==> config.mk <==
export PLATFORM = sky130hd
export DESIGN_NAME = ms_ff
export DESIGN_NICKNAME = d
export VERILOG_FILES = /design/src/rtl/ms_ff_pkg.sv /design/src/rtl/sr_master_latch.sv /design/src/rtl/ms_ff.sv
export SDC_FILE = /design/constraint.sdc
export NUM_CORES = 1
export LEC_CHECK = 0
export CORE_AREA = 3 3 40 42
export DETAILED_ROUTE_END_ITERATION = 12
export DIE_AREA = 0 0 43 45
export GPL_ROUTABILITY_DRIVEN = 0
export PLACE_DENSITY = 0.3
export SETUP_SLACK_MARGIN = 0.5
export SYNTH_ARGS = -nofsm -noshare
export SYNTH_HDL_FRONTEND = slang
export SYNTH_SLANG_ARGS = --single-unit
==> constraint.sdc <==
create_clock -name CLK -period 0.9 [get_ports CLK]
set_clock_uncertainty 0.15 [all_clocks]
set_input_delay 0.135 -clock CLK [delete_from_list [all_inputs] [get_ports CLK]]
set_output_delay 0.135 -clock CLK [all_outputs]
set_load 0.01 [all_outputs]
==> src/rtl/ms_ff_pkg.sv <==
// Shared types for the master-slave SR flip-flop: request decoding used by every lane.
package ms_ff_pkg;

  typedef enum logic [1:0] {
    SR_HOLD,
    SR_SET,
    SR_RESET,
    SR_BOTH
  } sr_cmd_e;

  function automatic sr_cmd_e decode_sr(input logic s, input logic r);
    case ({s, r})
      2'b10:   return SR_SET;
      2'b01:   return SR_RESET;
      2'b11:   return SR_BOTH;
      default: return SR_HOLD;
    endcase
  endfunction

endpackage

==> src/rtl/sr_master_latch.sv <==
// One-lane gated SR latch forming the master stage; transparent while EN is high.
// With MS_FF_RESET_PRIORITY_EN defined, S=R=1 clears the latch; otherwise it holds.
module sr_master_latch
  import ms_ff_pkg::*;
(
  input  logic EN,
  input  logic RST_L,
  input  logic S,
  input  logic R,
  output logic P
);

  // Level-sensitive so that any request during the open phase is captured; last request wins.
  always_latch begin
    if (EN) begin
      if (!RST_L) begin
        P <= 1'b0;
      end else begin
        case (decode_sr(S, R))
          SR_SET:   P <= 1'b1;
          SR_RESET: P <= 1'b0;
`ifdef MS_FF_RESET_PRIORITY_EN
          SR_BOTH:  P <= 1'b0;
`endif
          default:  ;
        endcase
      end
    end
  end

endmodule

==> src/rtl/ms_ff.sv <==
// WIDTH-lane master-slave SR flip-flop: latch masters open while CLK=1, slave loads on CLK fall.
// Optional build macro MS_FF_RESET_PRIORITY_EN makes S=R=1 clear the master.
module ms_ff
  import ms_ff_pkg::*;
#(
  parameter int WIDTH = 1
) (
  input  logic             CLK,
  input  logic             RST_L,
  input  logic [WIDTH-1:0] S,
  input  logic [WIDTH-1:0] R,
  output logic [WIDTH-1:0] P,
  output logic [WIDTH-1:0] P_L,
  output logic [WIDTH-1:0] Q,
  output logic [WIDTH-1:0] Q_L
);

  for (genvar i = 0; i < WIDTH; i++) begin : g_lane
    sr_master_latch u_master (
      .EN    (CLK),
      .RST_L (RST_L),
      .S     (S[i]),
      .R     (R[i]),
      .P     (P[i])
    );
  end

  // A low RST_L at the falling edge has already held the open master at 0,
  // so the slave only needs its own synchronous clear here.
  always_ff @(negedge CLK) begin
    if (!RST_L) begin
      Q <= '0;
    end else begin
      Q <= P;
    end
  end

  assign P_L = ~P;
  assign Q_L = ~Q;

endmodule

==> results_dict.tcl <==
set metrics [dict create \
    status "finished, violations left" \
    violations "negative setup slack" \
    worst_slack_ns -0.681 \
    cp_max_fo 2 \
    rsz0062_at_grt "yes" \
    combPwrFrac 0.113 \
    synth_area_um2 88.8 \
    drv_slew 0 \
    dp_cells 33 \
    stdcell_area_um2 229 \
    grt_pass1_vias 146 \
    p_leak_nw 0.113 \
    ys_seq_elements 2 \
    ff2ff_path_depth 2 \
    r2r_setup_slack_ns -0.32 \
    start_util 0.0691 \
    r2r_end "Q$_SDFF_NN0_" \
    routed_wl_um 289 \
    cp-start-kind "register" \
    report.power.total_uw 498 \
    cts_tree "done" \
    path_cells "inv_2 -> buf_6" \
    p_sw_uw 105 \
    power_frac_seq 0.157 \
    relSlewSlack 0.937 \
    synthTopCellsByArea "dfxtp_1 (23%), inv_1 (17%), dlxtp_1 (17%)" \
    synth_nets 15 \
    setup_viol 6 \
    synth.distinct_cells 7 \
    die_area_um2 1940 \
    rr_startpoint "g_lane[0].u_master.P$_DLATCH_P_" \
    num-nets-final 30 \
    drc 0 \
    setup.worst_path.class "reg -> out" \
    antenna_found_initial 0 \
    fp.dieW_um 43 \
    clock_power_share 0.730 \
    tightest_slew_ns 0.0941 \
    cp_slowest_cell "dfxtp_2" \
    netlist.area_leader.share 0.225 \
    fin_hold_ws_ns 0.309 \
    layout_common_cells "clkbuf_4 (5), buf_6 (3), buf_2 (3)" \
    yosysTopAreaCell "dfxtp_1" \
    hold_end "g_lane[0].u_master.P$_DLATCH_P_" \
    first_iter_violations 0 \
    fin_cells 38 \
    yosys_warnings 0 \
    hold_viol 0 \
    rows 13 \
    slowest_delay_ns 0.32 \
    power_density_nw_per_um2 2180 \
    area_growth_pct 158 \
    hold_class "in -> latch" \
    diodes 0 \
    syn_inst 10 \
    via_per_inst 2.92 \
    io_buffers 7 \
    ir_drop_mv 0.390 \
    internal-power_uw 394 \
    crit_buf_inv 2 \
    tns_ns -2.41 \
    utilization 0.178 \
    placed_cell_area_um2 185 \
    wl_per_cell_um 7.61 \
    worstPathArrival_ns 1.30 \
    fp.dieH_um 45 \
    grt_overflow_total 0 \
    final_common_cell "clkbuf_4" \
    critPathTopFamily "flip-flops" \
    via_count 111 \
    grt_pass1_wl_um 483 \
    crit_required_ns 0.61 \
    whs_path_depth 3 \
    grt_usage 0.0482 \
    min_from "R" \
    clkLatencyLatePin_ns 0.39 \
    drive_above_1_share 0.826 \
    fp.coreArea_um2 1280 \
    critPathCaptureType "primary output" \
    postCtsSetupBuffers 0 \
    clk_transition_reported_paths_ns 0.04 \
    pre_cts_slack_ns -0.801 \
    firstDrtPassIters 1 \
    ctsHoldBuffers 0 \
    maxCapViolCount 0 \
    grt_max_degree 4 \
    io_pins 8 \
    avgSynthCellArea_um2 8.88 \
    netSwitchingFraction 0.210 \
    ant_nets 0 \
]
==> synth_stat cells <==
master	number
and2_1	1
a21boi_2	1
dfxtp_1	1
dlxtp_1	1
ha_1	1
inv_1	4
nor2b_2	1
==> worst reg2reg max path, stage by stage (launching register included) <==
cell	delay (ns)
dlxtp_1	0
dlxtp_1	0.37
and2_1	0.12
==> layout make-up <==
type / instances / area [um^2]
Fill cell: 144 / 1060
Inverter: 3 / 13.8
Clock inverter: 1 / 3.75
Tap cell: 15 / 18.8
Sequential cell: 2 / 36.3
Clock buffer: 5 / 37.5
Timing Repair Buffer: 8 / 67.6
Multi-Input combinational cell: 4 / 51.3
==> registers in the layout (all words and copies together), names as in the netlist <==
signal / cells
Q: 1
g_lane.u_master.P: 1
==> power by group through the flow <==
| stage | combinational [mW] | clock [mW] | sequential, mW |
|---|---|---|---|
| after floorplan | 0.0144 | 0.0540 | 0.0804 |
| after global placement | 0.0568 | 0.0540 | 0.0783 |
| after detailed placement | 0.0560 | 0.0540 | 0.0785 |
| after CTS | 0.0539 | 0.390 | 0.0778 |
| after global routing | 0.0630 | 0.412 | 0.0790 |
| final | 0.0565 | 0.364 | 0.0780 |
==> how the worst max path moves through the flow <==
stage | cells past startpoint | end | startpoint | slack (ns)
after floorplan | 1 | Q$_SDFF_NN0_ | g_lane[0].u_master.P$_DLATCH_P_ | -0.46
after global placement | 4 | g_lane[0].u_master.P$_DLATCH_P_ | S | -0.79
after detailed placement | 4 | g_lane[0].u_master.P$_DLATCH_P_ | S | -0.80
after CTS | 2 | Q_L | Q$_SDFF_NN0_ | -0.70
after global routing | 2 | Q_L | Q$_SDFF_NN0_ | -0.74
final | 2 | Q_L | Q$_SDFF_NN0_ | -0.68
==> logic make-up (layout without fill, tap and decap cells) <==
logic type	after synthesis	after routing	share of synthesized area
AO/OA/AOI/OAI	1	1	0.127
buffers and inverters	4	17	0.169
adder cells (fa/ha/maj)	1	1	0.141
AND/OR/NAND/NOR	2	2	0.169
latches	1	1	0.169
flip-flops	1	1	0.225
==> per-layer routing <==
layer / up-vias / global-route usage / share of wire
met4: 0 / 0.102 / 0.028
met2: 9 / 0.0329 / 0.39
met3: 2 / 0.0757 / 0.22
met5: - / 0 / 0
met1: 46 / 0.0264 / 0.37
li1: 54 / - / -
==> timing repair <==
item / in CTS / in global routing
pin swaps: 1 / 0
hold endpoints to repair: 0 / 0
resized for setup: 32 / 2
setup endpoints to repair: 6 / 6
(Power assumes the default switching activity.)
